<file path="src/rtl/store_merge_pkg.sv">
// Shared size/state encodings and byte-lane helpers for the read-modify-write store unit.
package store_merge_pkg;

    typedef enum logic [1:0] {
        SZ_BYTE  = 2'd0,
        SZ_HALF  = 2'd1,
        SZ_WORD  = 2'd2,
        SZ_DWORD = 2'd3
    } size_e;

    typedef enum logic [2:0] {
        ST_IDLE  = 3'd0,
        ST_READ  = 3'd1,
        ST_WAIT  = 3'd2,
        ST_WRITE = 3'd3,
        ST_ERR   = 3'd4
    } state_e;

    // Widest supported memory word is 64 bits: 8 lanes, 3 offset bits.
    localparam int MAX_LANES = 8;
    localparam int MAX_OFF_W = 3;

    // Byte enables for a store of 1<<size bytes starting at lane 'offset',
    // clipped to the number of lanes actually present.
    function automatic logic [MAX_LANES-1:0] lane_mask(
        input logic [1:0]           size,
        input logic [MAX_OFF_W-1:0] offset,
        input int                   lanes
    );
        logic [MAX_LANES-1:0] mask;
        int nbytes;
        int first;
        nbytes = 1 << size;
        first  = int'(offset);
        mask   = '0;
        for (int i = 0; i < MAX_LANES; i++) begin
            if (i < lanes && i >= first && i < first + nbytes) begin
                mask[i] = 1'b1;
            end
        end
        return mask;
    endfunction

    // Natural alignment: the offset must be a multiple of the access size.
    function automatic logic is_aligned(
        input logic [1:0]           size,
        input logic [MAX_OFF_W-1:0] offset
    );
        logic ok;
        case (size)
            SZ_BYTE: ok = 1'b1;
            SZ_HALF: ok = (offset[0] == 1'b0);
            SZ_WORD: ok = (offset[1:0] == 2'b00);
            default: ok = (offset == '0);
        endcase
        return ok;
    endfunction

endpackage

</file>
<file path="src/rtl/byte_lane_merge.sv">
// Combinational byte-lane merge: masked lanes take the shifted store data,
// the remaining lanes keep the bytes read from memory.
module byte_lane_merge #(
    parameter int DATA_W = 32
) (
    input  logic [DATA_W/8-1:0]         mask,
    input  logic [$clog2(DATA_W/8)-1:0] offset,
    input  logic [DATA_W-1:0]           req_data,
    input  logic [DATA_W-1:0]           rd_data,
    output logic [DATA_W-1:0]           merged
);

    localparam int LANES = DATA_W / 8;

    logic [DATA_W-1:0] shifted;

    // Move register byte 0 onto lane 'offset', then select per lane.
    always_comb begin
        shifted = req_data << {offset, 3'b000};
        merged  = '0;
        for (int i = 0; i < LANES; i++) begin
            merged[8*i +: 8] = mask[i] ? shifted[8*i +: 8] : rd_data[8*i +: 8];
        end
    end

endmodule

</file>
<file path="src/rtl/store_merge_rmw.sv">
// Read-modify-write store unit: reads the aligned memory word, merges the
// store bytes into the addressed lanes and writes the word back. Full-width
// stores may skip the read; misaligned requests and read timeouts are flagged.
module store_merge_rmw
    import store_merge_pkg::*;
#(
    parameter int DATA_W      = 32,
    parameter int ADDR_W      = 32,
    parameter int BYPASS_FULL = 1,
    parameter int TIMEOUT     = 16
) (
    input  logic              Clk,
    input  logic              Rst_n,
    input  logic              ReqValid,
    output logic              ReqReady,
    input  logic [ADDR_W-1:0] ReqAddr,
    input  logic [DATA_W-1:0] ReqData,
    input  logic [1:0]        ReqSize,
    output logic [ADDR_W-1:0] MemAdr,
    output logic              MemRdEn,
    input  logic              MemRdValid,
    input  logic [DATA_W-1:0] MemRdData,
    output logic              MemWrEn,
    output logic [DATA_W-1:0] MemWrData,
    input  logic              MemWrReady,
    output logic              Done,
    output logic              Misaligned,
    output logic              Timeout
);

    localparam int         LANES     = DATA_W / 8;
    localparam int         LANE_W    = $clog2(LANES);
    localparam int         CNT_W     = $clog2(TIMEOUT + 1);
    // Size code of a store covering the whole word (word for 32, dword for 64).
    localparam logic [1:0] FULL_SIZE = 2'(LANE_W);

    state_e             state;
    state_e             state_d;
    logic [CNT_W-1:0]   cnt;
    logic [CNT_W-1:0]   cnt_d;
    logic               rd_en_d;
    logic               wr_en_d;
    logic               done_d;
    logic               mis_d;
    logic               to_d;
    logic [ADDR_W-1:0]  adr_d;
    logic [DATA_W-1:0]  wdata_d;

    logic [LANE_W-1:0]    req_off;
    logic [MAX_OFF_W-1:0] req_off_ext;
    logic [MAX_LANES-1:0] req_mask_full;
    logic [LANES-1:0]     req_mask;
    logic                 req_misaligned;
    logic                 req_full;
    logic [ADDR_W-1:0]    req_aligned;

    logic                 cap_load;
    logic [DATA_W-1:0]    cap_data;
    logic [LANE_W-1:0]    cap_off;
    logic [LANES-1:0]     cap_mask;
    logic [DATA_W-1:0]    merged;

    assign ReqReady = (state == ST_IDLE);

    // Decode the incoming request: lane offset, byte enables, alignment, full-width.
    always_comb begin
        req_off                     = ReqAddr[LANE_W-1:0];
        req_off_ext                 = '0;
        req_off_ext[LANE_W-1:0]     = req_off;
        req_mask_full               = lane_mask(ReqSize, req_off_ext, LANES);
        req_mask                    = req_mask_full[LANES-1:0];
        req_misaligned              = (int'(ReqSize) > LANE_W) || !is_aligned(ReqSize, req_off_ext);
        req_full                    = (ReqSize == FULL_SIZE);
        req_aligned                 = ReqAddr;
        req_aligned[LANE_W-1:0]     = '0;
    end

    // Hold the accepted request for the merge; data-only, so no reset needed.
    always_ff @(posedge Clk) begin
        if (cap_load) begin
            cap_data <= ReqData;
            cap_off  <= req_off;
            cap_mask <= req_mask;
        end
    end

    byte_lane_merge #(
        .DATA_W(DATA_W)
    ) u_merge (
        .mask    (cap_mask),
        .offset  (cap_off),
        .req_data(cap_data),
        .rd_data (MemRdData),
        .merged  (merged)
    );

    // Next-state and next-output logic; every output is registered on entry to its state.
    always_comb begin
        state_d  = state;
        cnt_d    = cnt;
        rd_en_d  = 1'b0;
        wr_en_d  = MemWrEn;
        done_d   = 1'b0;
        mis_d    = 1'b0;
        to_d     = 1'b0;
        adr_d    = MemAdr;
        wdata_d  = MemWrData;
        cap_load = 1'b0;
        case (state)
            ST_IDLE: begin
                if (ReqValid) begin
                    cap_load = 1'b1;
                    if (req_misaligned) begin
                        state_d = ST_ERR;
                        mis_d   = 1'b1;
                    end else if (BYPASS_FULL != 0 && req_full) begin
                        state_d = ST_WRITE;
                        wr_en_d = 1'b1;
                        adr_d   = req_aligned;
                        wdata_d = ReqData;
                    end else begin
                        state_d = ST_READ;
                        rd_en_d = 1'b1;
                        adr_d   = req_aligned;
                        cnt_d   = '0;
                    end
                end
            end
            ST_READ: begin
                // The counter measures cycles since the read strobe.
                state_d = ST_WAIT;
                cnt_d   = cnt + 1'b1;
            end
            ST_WAIT: begin
                // Data arriving on the expiry cycle still wins over the timeout.
                if (MemRdValid) begin
                    state_d = ST_WRITE;
                    wr_en_d = 1'b1;
                    wdata_d = merged;
                end else if (int'(cnt) >= TIMEOUT - 1) begin
                    state_d = ST_IDLE;
                    to_d    = 1'b1;
                end else begin
                    cnt_d = cnt + 1'b1;
                end
            end
            ST_WRITE: begin
                if (MemWrReady) begin
                    state_d = ST_IDLE;
                    wr_en_d = 1'b0;
                    done_d  = 1'b1;
                end
            end
            ST_ERR: begin
                state_d = ST_IDLE;
            end
            default: begin
                state_d = ST_IDLE;
            end
        endcase
    end

    // State, counter and output registers; reset aborts any operation in flight.
    always_ff @(posedge Clk or negedge Rst_n) begin
        if (!Rst_n) begin
            state      <= ST_IDLE;
            cnt        <= '0;
            MemRdEn    <= 1'b0;
            MemWrEn    <= 1'b0;
            Done       <= 1'b0;
            Misaligned <= 1'b0;
            Timeout    <= 1'b0;
            MemAdr     <= '0;
            MemWrData  <= '0;
        end else begin
            state      <= state_d;
            cnt        <= cnt_d;
            MemRdEn    <= rd_en_d;
            MemWrEn    <= wr_en_d;
            Done       <= done_d;
            Misaligned <= mis_d;
            Timeout    <= to_d;
            MemAdr     <= adr_d;
            MemWrData  <= wdata_d;
        end
    end

endmodule

</file>
<file path="config.mk">
export PLATFORM = sky130hd
export DESIGN_NAME = store_merge_rmw
export DESIGN_NICKNAME = d
export VERILOG_FILES = /design/src/rtl/store_merge_pkg.sv /design/src/rtl/byte_lane_merge.sv /design/src/rtl/store_merge_rmw.sv
export SDC_FILE = /design/constraint.sdc
export NUM_CORES = 1
export LEC_CHECK = 0
export CAP_MARGIN = 40
export CORE_MARGIN = 2
export CORE_UTILIZATION = 25
export CTS_BUF_LIST = sky130_fd_sc_hd__clkbuf_8
export CTS_CLUSTER_SIZE = 12
export DETAILED_ROUTE_END_ITERATION = 16
export GPL_TIMING_DRIVEN = 1
export PLACE_DENSITY = 0.53
export SLEW_MARGIN = 30
export SYNTH_ARGS = -nofsm -noshare
export SYNTH_HDL_FRONTEND = slang
export SYNTH_SLANG_ARGS = --single-unit
</file>
<file path="constraint.sdc">
create_clock -name Clk -period 6.9 [get_ports Clk]
set_clock_uncertainty 0.05 [all_clocks]
set_input_delay 1.725 -clock Clk [delete_from_list [all_inputs] [get_ports Clk]]
set_output_delay 1.725 -clock Clk [all_outputs]
set_load 0.02 [all_outputs]
</file>
==> After elaboration in Yosys (flattened, before gate mapping) <==
Index checks and enable logic that the tools add are counted.
{ "totals": {"ff_bits": 113, "latch_bits": 0, "ram_bits": 0, "romBits": 0, "output_inout_bits": 70, "wordCells": 104, "memories": 0} }
{ "classes": {"addsub": 2, "n_mul": 0, "div_mod_pow": 0, "order_cmp": 9, "eq_ne": 14, "shifts": 2, "muxes": 47, "bitwise": 2, "n_reduce_logical": 16} }
{ "op_table": {"columns": ["cell", "n"], "rows": [
  ["32-bit two-way mux", 4],
  ["3-bit by 32-bit < comparator with 1-bit output (first input constant)", 2],
  ["32-bit case mux with 2 select lines", 1],
  ["3-bit by 32-bit adder with 32-bit output", 1],
  ["1-bit by 32-bit < comparator with 1-bit output (first input constant)", 1],
  ["2-bit by 32-bit < comparator with 1-bit output (first input constant)", 1],
  ["8-bit two-way mux", 4],
  ["1-bit by 2-bit left shift with 32-bit output (first input constant)", 1],
  ["32-bit by 5-bit left shift with 32-bit output", 1],
  ["5-bit two-way mux", 5],
  ["1-bit two-way mux", 23],
  ["3-bit two-way mux", 5],
  ["5-bit case mux with 3 select lines", 1],
  ["2-bit != test (second input constant)", 7],
  ["3-bit case mux with 4 select lines", 1],
  ["6-bit AND reduction", 2],
  ["3-bit by 2-bit == test with 1-bit output (second input constant)", 2],
  ["3-bit AND reduction", 2],
  ["3-bit nonzero test", 2],
  ["5-bit by 1-bit adder with 5-bit output (second input constant)", 1],
  ["5-bit by 4-bit >= comparator with 1-bit output (second input constant)", 1],
  ["5-bit AND reduction", 1],
  ["1-bit by 2-bit >= comparator with 1-bit output (first input constant)", 2],
  ["2-bit logical NOT", 2],
  ["16 further kinds", 19]
]} }

==> Longest topological paths before layout <==
{ "depth": {"ltp_word": 7, "ltp_mapped": 8, "mapped_depth_nobuf": 8} }

==> By module <==
From an unflattened synthesis, not the netlist that was laid out.
{ "unflattened": {"hier_cells": 427, "hier_area_um2": 5531.6} }
{ "by_module_without_submodules": {"columns": ["module", "instances", "cells_per_inst", "area_per_inst_um2", "seq_area_each_um2"], "rows": [
  ["store_merge_rmw", 1, 307, 4733.3, 3017.9],
  ["byte_lane_merge", 1, 120, 798.3, 0.0]
]} }

==> Worst setup path before layout <==
Ideal clock, no wire load.
{ "synth_timing": {"path_type": "input port to flip-flop", "startpoint": "in ReqValid", "endpoint": "reg MemAdr[10]", "setup_time_ns": 0.125, "arrival_time_ns": 4.190, "setup_slack_ns": 2.536, "stages": 5, "path_buffers": 1, "path_cell_list": "nand2b_1 nor3_2 nand2_1 buf_2 mux2_2"} }
{ "synth_via": {"elab_chain_len": 1} }
{ "synth_rtl": {"columns": ["item", "line_no", "rtl"], "rows": [
  ["start, declared", "store_merge_rmw.sv:14", "input logic ReqValid,"],
  ["3-bit AND reduction (no line)", null, null],
  ["end signal, assigned", "store_merge_rmw.sv:183", "MemAdr <= adr_d;"],
  ["end, declared", "store_merge_rmw.sv:19", "output logic [ADDR_W-1:0] MemAdr,"]
]} }
Every way passes these cells.
A chain may end at the register's enable or synchronous reset.

==> Worst setup path after layout <==
{ "layout_timing": {"startpoint": "reg state[2]", "endpoint": "out ReqReady"} }
{ "layout_via": {"elab_chain_len": 1} }
{ "layout_rtl": {"columns": ["item", "line_no", "rtl"], "rows": [
  ["start, declared", "store_merge_rmw.sv:37", "state_e state;"],
  ["start signal, assigned", "store_merge_rmw.sv:176", "state <= state_d;"],
  ["3-bit logical NOT", "store_merge_rmw.sv:63", "assign ReqReady = (state == ST_IDLE);"],
  ["end, declared", "store_merge_rmw.sv:15", "output logic ReqReady,"]
]} }
Every way passes these cells.

==> reports/metrics.yaml <==
sta:
  rsz0062_at_grt: "false"
  fmaxAchievable_mhz: 247
  fin_tns_setup_ns: 0
  finalSetupViolations: 0
  slew_headroom_pct: 55.9
  holdWs_ns: 0.435
  hold_violations: 0
  setup_ws_ns: 2.85
  period_share_pct: 58.8
  worst_pin_slew_ns: 0.661
  fin_crit_ns: 4.05
  slew_violations: 0
drt:
  wl_per_cell_um: 18.0
  firstDrtPassIters: 4
  finalWirelength_um: 16700
  ant_nets: 0
  drc: 0
  vias_per_cell: 4.72
  vias: 4374
  drtIter0Drc: 230
pwr:
  irDropWorstVdd_mv: 0.160
  power.density_mw_per_mm2: 407
  power_leakage_nw: 3.09
setup_path:
  worst_path_dominant_cell_family: "buffers and inverters"
  regToRegEndpoint: "cnt[3]"
  cp-start-kind: "flop"
  worstSetupPathType: "reg2out"
  cp.required_ns: 5.12
  cp_max_fo: 15
  reg2regPathDepth: 6
  worstPathArrival_ns: 2.28
  slowest_stage: "clkdlybuf4s50_1"
  max_stage_delay_ns: 0.72
  path_buf_inv: 1
  path_cells: "nor3_1 -> clkdlybuf4s50_1"
  r2r_slack_ns: 4.50
  end_kind: "output pin"
  regToRegStartpoint: "cnt[0]"
clocking:
  path_clk_slew_ns: 0.07
  cts_tree: "built"
  worstSkewPairLatency_ns: 0.43
  root_buffer: "clkbuf_8"
  cts_setup_buffers: 0
  ctsResizeCount: 0
  cts_buffer_depth: 2
  cts_hold_buf: 0
  cts_sinks: 113
  htree_num_levels: 4
  numCtsBuffers: 17
finish:
  layout.nets: 747
  drive_gt1_share_pct: 11.5
  area_growth_pct: 43.5
  num_antenna_cells: 0
  seqCellArea_mm2: 0.00302
  fillers: 2068
  multiInputGateArea_mm2: 0.00214
  final_cells: 927
place:
  dp.cells: 895
  place_hpwl_um: 12200
  gp_congestion: 0.829
  pre_cts_ws_ns: 2.90
  io_buffers: 170
die:
  design.die.area_mm2: 0.0228
  row_count: 53
  core_mm2: 0.0211
  ios: 173
  die_w_um: 151
  initial_core_util_pct: 25.6
  die_h_um: 151
logic_synthesis:
  ys_types: 52
  syn_area_mm2: 0.00540
  syn_inst: 479
  yosysSeqAreaShare_pct: 55.9
  ys.flop_type: "dfrtp_1"
  avgSynthCellArea_um2: 11.3
  ys_ff_latch: 113
  yosysWarnings: 0
  synthArstFlopShare_pct: 66.4
  synth_edf_count: 38
run_status:
  status: "complete, no violations"
grt:
  overflow: 0
  grtUsageTotal_pct: 14.8
  grt_pass1_wl_um: 25200
  grt_max_degree: 50
  antenna_found_initial: 1
  grt_pass1_vias: 4492
min_path:
  min_path_cells: 2
  hp-class: "reg2reg"
  holdPathEnd: "MemWrData[4]"
  hp-start: "MemWrData[4]"
flow_run:
  cap_violations: 0
-- kinds of logic (layout without fill, tap and decap cells) --
family	count (synthesis)	after routing	share of synthesized area, %
compound gates	135	135	15.6
flops	113	113	55.9
simple gates	96	96	9.18
mux	65	65	12.8
buf+inv	63	235	4.96
fa+ha+maj	5	5	1.30
other cells	1	2	0.0695
xor+xnor	1	1	0.162
-- report_power, final --
part           total, W  switching, W  internal [W]  leakage, nW
Clock          0.000623      0.000279      0.000344        0.204
Sequential      0.00113      0.000181      0.000951         1.27
Combinational   0.00140      0.000740      0.000658         1.62
-- final cells by class --
class	instances	share of cell area, %
multi-input combinational	304	27.6
clock buffer	20	3.55
timing repair buffer	177	22.6
clock inverter	12	1.52
tap	275	4.44
sequential	113	39.0
inverter	26	1.26
-- state kept, by name, summed over array words and instances, names as in the netlist --
name	flops
Done	1
MemAdr	30
MemRdEn	1
MemWrData	32
MemWrEn	1
Misaligned	1
Timeout	1
cap_data	32
cap_mask	4
cap_off	2
cnt	5
state	3
-- Yosys cell counts (all sizes together) (2+ instances only) --
cell type | instances | share of area, %
dfrtp | 75 | 35
o21ai | 57 | 5.3
edfxtp | 38 | 21
mux2 | 33 | 6.9
mux2i | 32 | 5.9
nand2 | 31 | 2.2
a21oi | 29 | 2.7
inv | 26 | 1.8
clkbuf | 20 | 1.4
nor2 | 20 | 1.4
buf | 17 | 1.7
o211ai | 15 | 2.1
nor2b | 11 | 1.3
o221ai | 10 | 1.6
a311o | 8 | 1.5
nand3b | 7 | 0.97
nor3 | 7 | 0.74
ha | 4 | 0.93
nand2b | 4 | 0.46
nor4 | 4 | 0.46
o22ai | 3 | 0.35
or3b | 3 | 0.49
a221o | 2 | 0.37
nor3b | 2 | 0.28
o21a | 2 | 0.28
-- layer usage --
layer | global-route usage (%) | up-vias | share of wire (%)
met5 | 0 | - | 0
met4 | 4.16 | 0 | 1.2
met3 | 6.08 | 16 | 10
met2 | 24.3 | 187 | 47
met1 | 18.0 | 2107 | 42
li1 | - | 2064 | -
-- worst max path at each step --
stage	startpoint	slack [ns]	cells past startpoint	endpoint
2_1_floorplan	ReqValid	2.54	5	MemAdr[10]
3_3_place_gp	ReqAddr[0]	3.05	8	cap_mask[0]
3_5_place_dp	ReqAddr[0]	2.90	8	cap_mask[0]
4_1_cts	state[2]	2.78	2	ReqReady
5_1_grt	state[2]	2.71	2	ReqReady
6_report	state[2]	2.85	2	ReqReady
-- worst min-delay path, delay by kind of cell (launching register included) --
| kind | cells | cell delay, ns |
|---|---|---|
| DFF | 1 | 0.34 |
| AOI/OAI and AO/OA | 1 | 0.07 |
| and+or+nand+nor | 1 | 0.04 |
-- placed cells by master (no fill, tap or decap), types with 3 or more instances in the layout --
master / instances
nand3b_1: 7
ha_1: 4
clkbuf_8: 20
dfrtp_1: 75
o22ai_1: 3
buf_4: 8
nor4_1: 4
nand2b_1: 4
clkinvlp_4: 3
mux2i_1: 32
clkinv_2: 3
nor3_1: 6
o21ai_0: 57
clkdlybuf4s50_1: 169
o211ai_1: 15
edfxtp_1: 38
nand2_1: 31
mux2_2: 31
nor2_1: 19
inv_1: 29
a311o_1: 8
nor2b_1: 11
o221ai_1: 10
a21oi_1: 29
-- stage by stage --
step / instance area, um^2 / util [%] / power [W]
global route: 7740 / 36.7 / 0.00336
global placement: 7350 / 34.9 / 0.00253
detailed placement: 7350 / 34.9 / 0.00256
finish: 7740 / 36.7 / 0.00315
CTS: 7740 / 36.7 / 0.00320
floorplan: 5400 / - / 0.00191
No activity file was read; power rests on OpenSTA's default activity.
